$ cat config.mk
export PLATFORM = sky130hd
export DESIGN_NAME = mem_stage
export DESIGN_NICKNAME = d
export VERILOG_FILES = /design/src/rtl/mem_stage.sv
export SDC_FILE = /design/constraint.sdc
export NUM_CORES = 1
export LEC_CHECK = 0
export CAP_MARGIN = 20
export CORE_MARGIN = 4
export CORE_UTILIZATION = 40
export DETAILED_ROUTE_END_ITERATION = 12
export PLACE_DENSITY = 0.74
export SYNTH_ARGS = -nofsm -noshare
export SYNTH_HDL_FRONTEND = slang
export SYNTH_SLANG_ARGS = --single-unit
$ cat constraint.sdc
create_clock -name clk -period 4.5 [get_ports clk]
set_input_delay 1.35 -clock clk [delete_from_list [all_inputs] [get_ports clk]]
set_output_delay 1.35 -clock clk [all_outputs]
set_load 0.05 [all_outputs]
$ cat src/rtl/mem_stage.sv
// Memory-access stage: runs loads/stores over a req/gnt/rvalid handshake,
// aligns load data, builds store byte enables and flags misaligned accesses.
module mem_stage #(
    parameter int DMEM_AW = 14
) (
    input  logic               clk,
    input  logic               rst,
    input  logic               valid_i,
    output logic               in_ready_o,
    output logic               stall_o,
    input  logic [31:0]        alu_result_i,
    input  logic [31:0]        reg2_data_i,
    input  logic [4:0]         wb_addr_i,
    input  logic [2:0]         funct3_i,
    input  logic               mem_read_i,
    input  logic               mem_write_i,
    input  logic               wb_enable_i,
    output logic               dmem_req_o,
    input  logic               dmem_gnt_i,
    output logic [3:0]         dmem_we_o,
    output logic [DMEM_AW-1:0] dmem_addr_o,
    output logic [31:0]        dmem_wdata_o,
    input  logic               dmem_rvalid_i,
    input  logic [31:0]        dmem_rdata_i,
    output logic               valid_o,
    output logic [31:0]        wb_data_o,
    output logic [4:0]         wb_addr_o,
    output logic               wb_enable_o,
    output logic               misalign_o
);

    typedef enum logic [1:0] {IDLE, REQ, RESP} state_t;

    state_t state_q, state_d;

    logic [31:0] alu_p0;
    logic [2:0]  funct3_p0;
    logic        store_p0;
    logic        wb_en_p0;
    logic [4:0]  wb_addr_p0;

    logic               req_d;
    logic [3:0]         we_d;
    logic [DMEM_AW-1:0] addr_d;
    logic [31:0]        wdata_d;
    logic               valid_d;
    logic [31:0]        wb_data_d;
    logic [4:0]         wb_addr_d;
    logic               wb_en_d;
    logic               misalign_d;

    logic is_mem_in;
    logic mis_in;

    function automatic logic is_misaligned(input logic [1:0] size, input logic [1:0] lo);
        logic m;
        m = 1'b0;
        if (size == 2'b01)
            m = lo[0];
        else if (size[1])
            m = (lo != 2'b00);
        return m;
    endfunction

    function automatic logic [3:0] byte_enable(input logic [1:0] size, input logic [1:0] lo);
        logic [3:0] be;
        case (size)
            2'b00:   be = 4'b0001 << lo;
            2'b01:   be = lo[1] ? 4'b1100 : 4'b0011;
            default: be = 4'b1111;
        endcase
        return be;
    endfunction

    function automatic logic [31:0] store_data(input logic [1:0] size, input logic [31:0] d);
        logic [31:0] r;
        case (size)
            2'b00:   r = {4{d[7:0]}};
            2'b01:   r = {2{d[15:0]}};
            default: r = d;
        endcase
        return r;
    endfunction

    function automatic logic [31:0] load_align(input logic [2:0] f3, input logic [1:0] lo,
                                               input logic [31:0] w);
        logic [7:0]  b;
        logic [15:0] h;
        logic [31:0] r;
        b = w[{lo, 3'b000} +: 8];
        h = lo[1] ? w[31:16] : w[15:0];
        case (f3[1:0])
            2'b00:   r = f3[2] ? {24'b0, b} : {{24{b[7]}}, b};
            2'b01:   r = f3[2] ? {16'b0, h} : {{16{h[15]}}, h};
            default: r = w;
        endcase
        return r;
    endfunction

    assign in_ready_o = (state_q == IDLE);
    assign stall_o    = !in_ready_o;

    assign is_mem_in = mem_read_i | mem_write_i;
    assign mis_in    = is_mem_in & is_misaligned(funct3_i[1:0], alu_result_i[1:0]);

    always_comb begin
        state_d    = state_q;
        req_d      = dmem_req_o;
        we_d       = dmem_we_o;
        addr_d     = dmem_addr_o;
        wdata_d    = dmem_wdata_o;
        valid_d    = 1'b0;
        wb_data_d  = wb_data_o;
        wb_addr_d  = wb_addr_o;
        wb_en_d    = wb_enable_o;
        misalign_d = misalign_o;
        case (state_q)
            IDLE: begin
                if (valid_i) begin
                    if (!is_mem_in || mis_in) begin
                        // Retire immediately: ALU result or a refused misaligned access.
                        valid_d    = 1'b1;
                        wb_data_d  = alu_result_i;
                        wb_addr_d  = wb_addr_i;
                        wb_en_d    = wb_enable_i & !is_mem_in;
                        misalign_d = mis_in;
                    end else begin
                        state_d = REQ;
                        req_d   = 1'b1;
                        addr_d  = alu_result_i[DMEM_AW+1:2];
                        we_d    = mem_write_i ? byte_enable(funct3_i[1:0], alu_result_i[1:0]) : 4'b0000;
                        if (mem_write_i)
                            wdata_d = store_data(funct3_i[1:0], reg2_data_i);
                    end
                end
            end
            REQ: begin
                if (dmem_gnt_i) begin
                    req_d = 1'b0;
                    we_d  = 4'b0000;
                    if (store_p0) begin
                        state_d    = IDLE;
                        valid_d    = 1'b1;
                        wb_data_d  = alu_p0;
                        wb_addr_d  = wb_addr_p0;
                        wb_en_d    = 1'b0;
                        misalign_d = 1'b0;
                    end else begin
                        state_d = RESP;
                    end
                end
            end
            RESP: begin
                if (dmem_rvalid_i) begin
                    state_d    = IDLE;
                    valid_d    = 1'b1;
                    wb_data_d  = load_align(funct3_p0, alu_p0[1:0], dmem_rdata_i);
                    wb_addr_d  = wb_addr_p0;
                    wb_en_d    = wb_en_p0;
                    misalign_d = 1'b0;
                end
            end
            default: state_d = IDLE;
        endcase
    end

    // Stage boundary p0: instruction fields held for the duration of an access.
    always_ff @(posedge clk) begin
        if (state_q == IDLE && valid_i) begin
            alu_p0     <= alu_result_i;
            funct3_p0  <= funct3_i;
            store_p0   <= mem_write_i;
            wb_en_p0   <= wb_enable_i;
            wb_addr_p0 <= wb_addr_i;
        end
    end

    // Stage boundary: registered memory-port and write-back outputs.
    always_ff @(posedge clk) begin
        if (rst) begin
            state_q      <= IDLE;
            dmem_req_o   <= 1'b0;
            dmem_we_o    <= 4'b0000;
            dmem_addr_o  <= '0;
            dmem_wdata_o <= '0;
            valid_o      <= 1'b0;
            wb_data_o    <= '0;
            wb_addr_o    <= '0;
            wb_enable_o  <= 1'b0;
            misalign_o   <= 1'b0;
        end else begin
            state_q      <= state_d;
            dmem_req_o   <= req_d;
            dmem_we_o    <= we_d;
            dmem_addr_o  <= addr_d;
            dmem_wdata_o <= wdata_d;
            valid_o      <= valid_d;
            wb_data_o    <= wb_data_d;
            wb_addr_o    <= wb_addr_d;
            wb_enable_o  <= wb_en_d;
            misalign_o   <= misalign_d;
        end
    end

endmodule

==> PnR_summary.wiki <==
{| class="wikitable"
! Metric !! Value
|-
| Result of the run || complete, no violations
|-
| Post-CTS Repair Setup Buffers || 0
|-
| Total negative setup slack || 0 ns
|-
| Area delta synth->final || 43.6%
|-
| Critical Path Fanout Max || 9
|-
| Multi-input combinational cell area || 2960 sq um
|-
| Remaining global-route overflow || 0
|-
| Area of the die || 18000 sq um
|-
| Commonest cells after routing, fill and taps aside || sky130_fd_sc_hd__clkdlybuf4s50_1 (203), sky130_fd_sc_hd__dfxtp_1 (93), sky130_fd_sc_hd__nand2_1 (72)
|-
| Core Region || 15400 sq um
|-
| Clock insertion delay at the later pin of the skew report || 0.42 ns
|-
| Wire length of the first global-routing pass || 30800 um
|-
| Register cell area after layout || 3120 sq um
|-
| Seq cells post-synth || 135
|-
| Distinct cells, synth || 53
|-
| Total power density per cell area || 411 nW/um^2
|-
| Final WL || 20100 um
|-
| Sum of met2 wire segment lengths after detailed routing || 8950 um
|-
| Endpoint class of the critical path || primary output
|-
| Number of instances resized during post-cts repair || 0
|-
| Routed length per instance || 18.6 um
|-
| Overall via count from detail_route || 5954
|-
| Hold_buf cts || 0
|-
| Fillers || 1334
|-
| Worst clock skew on the final layout || 0.00680 ns
|-
| Maximum number of pins on one net before global-route repair || 77
|-
| Period utilisation layout || 77.6%
|-
| Worst supply voltage drop on vdd || 269 uV
|-
| Total of endpoints with negative setup slack in the final report || 0
|-
| Violation count after the first detailed-route iteration || 440
|-
| Antenna Violating Nets Remaining || 0
|-
| Share of flip-flops with an asynchronous set or reset || 0%
|-
| Starting density of the core || 41.3%
|-
| Synth Net Count || 792
|-
| Number of nets in the final layout || 972
|-
| Hold Slack || 0.451 ns
|-
| Transition time at the pin with the least slew margin || 0.868 ns
|-
| Placed wire-length estimate || 13900 um
|-
| Root buf cell || sky130_fd_sc_hd__clkbuf_16
|-
| Data arrival, critical path || 2.14 ns
|-
| Number of core rows || 45
|-
| Clock tree from TritonCTS || yes
|-
| Setup repair after global routing missed its margin || false
|-
| Number of buffers created by CTS || 17
|-
| Final Hold Fails || 0
|-
| Clock Sinks || 135
|-
| Type of the worst min-delay path || flip-flop to flip-flop
|-
| Drc violations || 0
|-
| Fin. max-slew vios || 0
|-
| Clock-pin slew on the worst setup and hold paths || 0.05 ns
|-
| Number of cells produced by synthesis || 676
|-
| Top Metal Used || met4
|-
| Critical path startpoint category || flip-flop
|-
| Die width || 134 um
|-
| Final Critical Period || 3.49 ns
|-
| Most used flip-flop cell after synthesis || sky130_fd_sc_hd__dfxtp_1
|-
| Core occupancy in the finished layout || 59.3%
|-
| RD Place Congestion || 0.861
|-
| Sequential cell area fraction in the yosys report || 49.2%
|-
| Antenna violations before repair || 0
|-
| Critical setup path kind || flip-flop to primary output
|-
| Most frequent standard cell in the layout excluding fill and tap cells || sky130_fd_sc_hd__clkdlybuf4s50_1
|-
| Slew Limit Headroom || 42.1%
|-
| Mean number of vias per cell || 5.51
|-
| Share of post-route cells with drive strength above 1 || 8.40%
|-
| Number of synthesized flops with an enable pin || 42
|-
| Detailed-router iteration count before antenna repair || 6
|-
| Overall die height || 134 um
|-
| Total inserted antenna cells || 0
|-
| Count of boundary I/O pins || 205
|-
| Syn avg cell area || 9.40 sq um
|-
| Standby leakage power || 3.32 nW
|-
| Overall fraction of global-route tracks in use || 21.8%
|-
| Number of buffer cells added on primary ports || 204
|-
| Worst EP required || 3.15 ns
|-
| Mapped Area || 6350 sq um
|-
| Max Root-Sink Buffers || 2
|-
| Number of synthesis warnings || 0
|-
| Count of H-tree levels built during CTS || 4
|-
| Routed length on met1 || 8550 um
|-
| Count of max-cap constraint violations || 0
|-
| Max Fclk || 0.286 GHz
|-
| Met3 Routed Length || 2110 um
|-
| Vias in the first global route || 5598
|}
[metrics by stage]
step	total power [W]	worst slack, ns	instance area (sq um)	cells
after floorplan	0.00201	1.19	6350	676
after CTS	0.00377	0.973	9110	1079
final	0.00375	1.01	9120	1080
after global placement	0.00235	0.699	8510	1047
after global routing	0.00390	0.850	9120	1080
after detailed placement	0.00236	0.640	8510	1047
[cell usage after synthesis, drive strengths merged, types with 2 or more instances]
| cell type | count | area (sq um) |
|---|---|---|
| o22ai | 16 | 100 |
| nand3b | 25 | 188 |
| o211ai | 2 | 15.0 |
| nor2b | 5 | 31.3 |
| inv | 11 | 41.3 |
| o21ai | 50 | 254 |
| ha | 4 | 50.1 |
| nand4 | 2 | 12.5 |
| or3b | 3 | 26.3 |
| dfxtp | 93 | 1860 |
| o31ai | 7 | 67.6 |
| and2 | 10 | 62.6 |
| nand2b | 3 | 18.8 |
| buf | 12 | 78.8 |
| edfxtp | 42 | 1260 |
| nor3 | 12 | 60.1 |
| mux2i | 37 | 370 |
| a21oi | 37 | 189 |
| a211oi | 21 | 193 |
| clkbuf | 44 | 165 |
| nand2 | 72 | 270 |
| a311oi | 10 | 87.6 |
| o2bb2ai | 4 | 35.0 |
| a22o | 16 | 140 |
| nand3 | 39 | 195 |
| nor2 | 66 | 248 |
| a31oi | 7 | 43.8 |
| o2111ai | 2 | 17.5 |
| mux2 | 8 | 90.1 |
[worst paths after layout]
path	start	to	slack (ns)	depth (start not counted)
max reg2reg	state_q[0]	wb_data_o[9]	1.72	7
min	dmem_wdata_o[31]	dmem_wdata_o[31]	0.45	2
min reg2reg	dmem_wdata_o[31]	dmem_wdata_o[31]	0.45	2
max	state_q[0]	stall_o	1.01	4
[flip-flops by register name, indices dropped and copies added (netlist names), 2 cells and up]
| register | flops |
|---|---|
| alu_p0 | 32 |
| dmem_addr_o | 14 |
| dmem_wdata_o | 32 |
| dmem_we_o | 4 |
| funct3_p0 | 3 |
| state_q | 2 |
| wb_addr_o | 5 |
| wb_addr_p0 | 5 |
| wb_data_o | 32 |
[routing by layer]
layer,track usage (%),vias to the layer above
li1,-,2838
met1,29.0,2797
met2,33.0,286
met3,7.50,33
met4,8.20,0
met5,0,-
[area by class of cell]
type                       count  area share (%)
clock inverter                14            1.73
tap                          211            2.89
sequential                   135            34.2
multi-input combinational    474            32.4
clock buffer                  18            4.81
timing repair buffer         217            23.5
inverter                      11           0.453
[cells by family after synthesis]
group           Yosys count  synth area share (%)
compound gates          184                  20.0
fa+ha+maj                 4                 0.788
buf+inv                  67                  4.49
flops                   135                  49.2
mux                      46                  7.60
simple gates            240                  17.9
[critical path: stages (launching register included)]
cell and delay, ns:
sky130_fd_sc_hd__dfxtp_1 0.39, sky130_fd_sc_hd__inv_1 0.09, sky130_fd_sc_hd__ha_2 0.28, sky130_fd_sc_hd__inv_1 0.15, sky130_fd_sc_hd__clkdlybuf4s50_1 0.82
[power by group]
group	internal [W]	switching (W)	total (W)
combinational	0.000346	0.000569	0.000915
clock	0.000879	0.000534	0.00141
sequential	0.00136	0.0000583	0.00142
total	0.00259	0.00116	0.00375
Power figures use the tool's default switching activity.
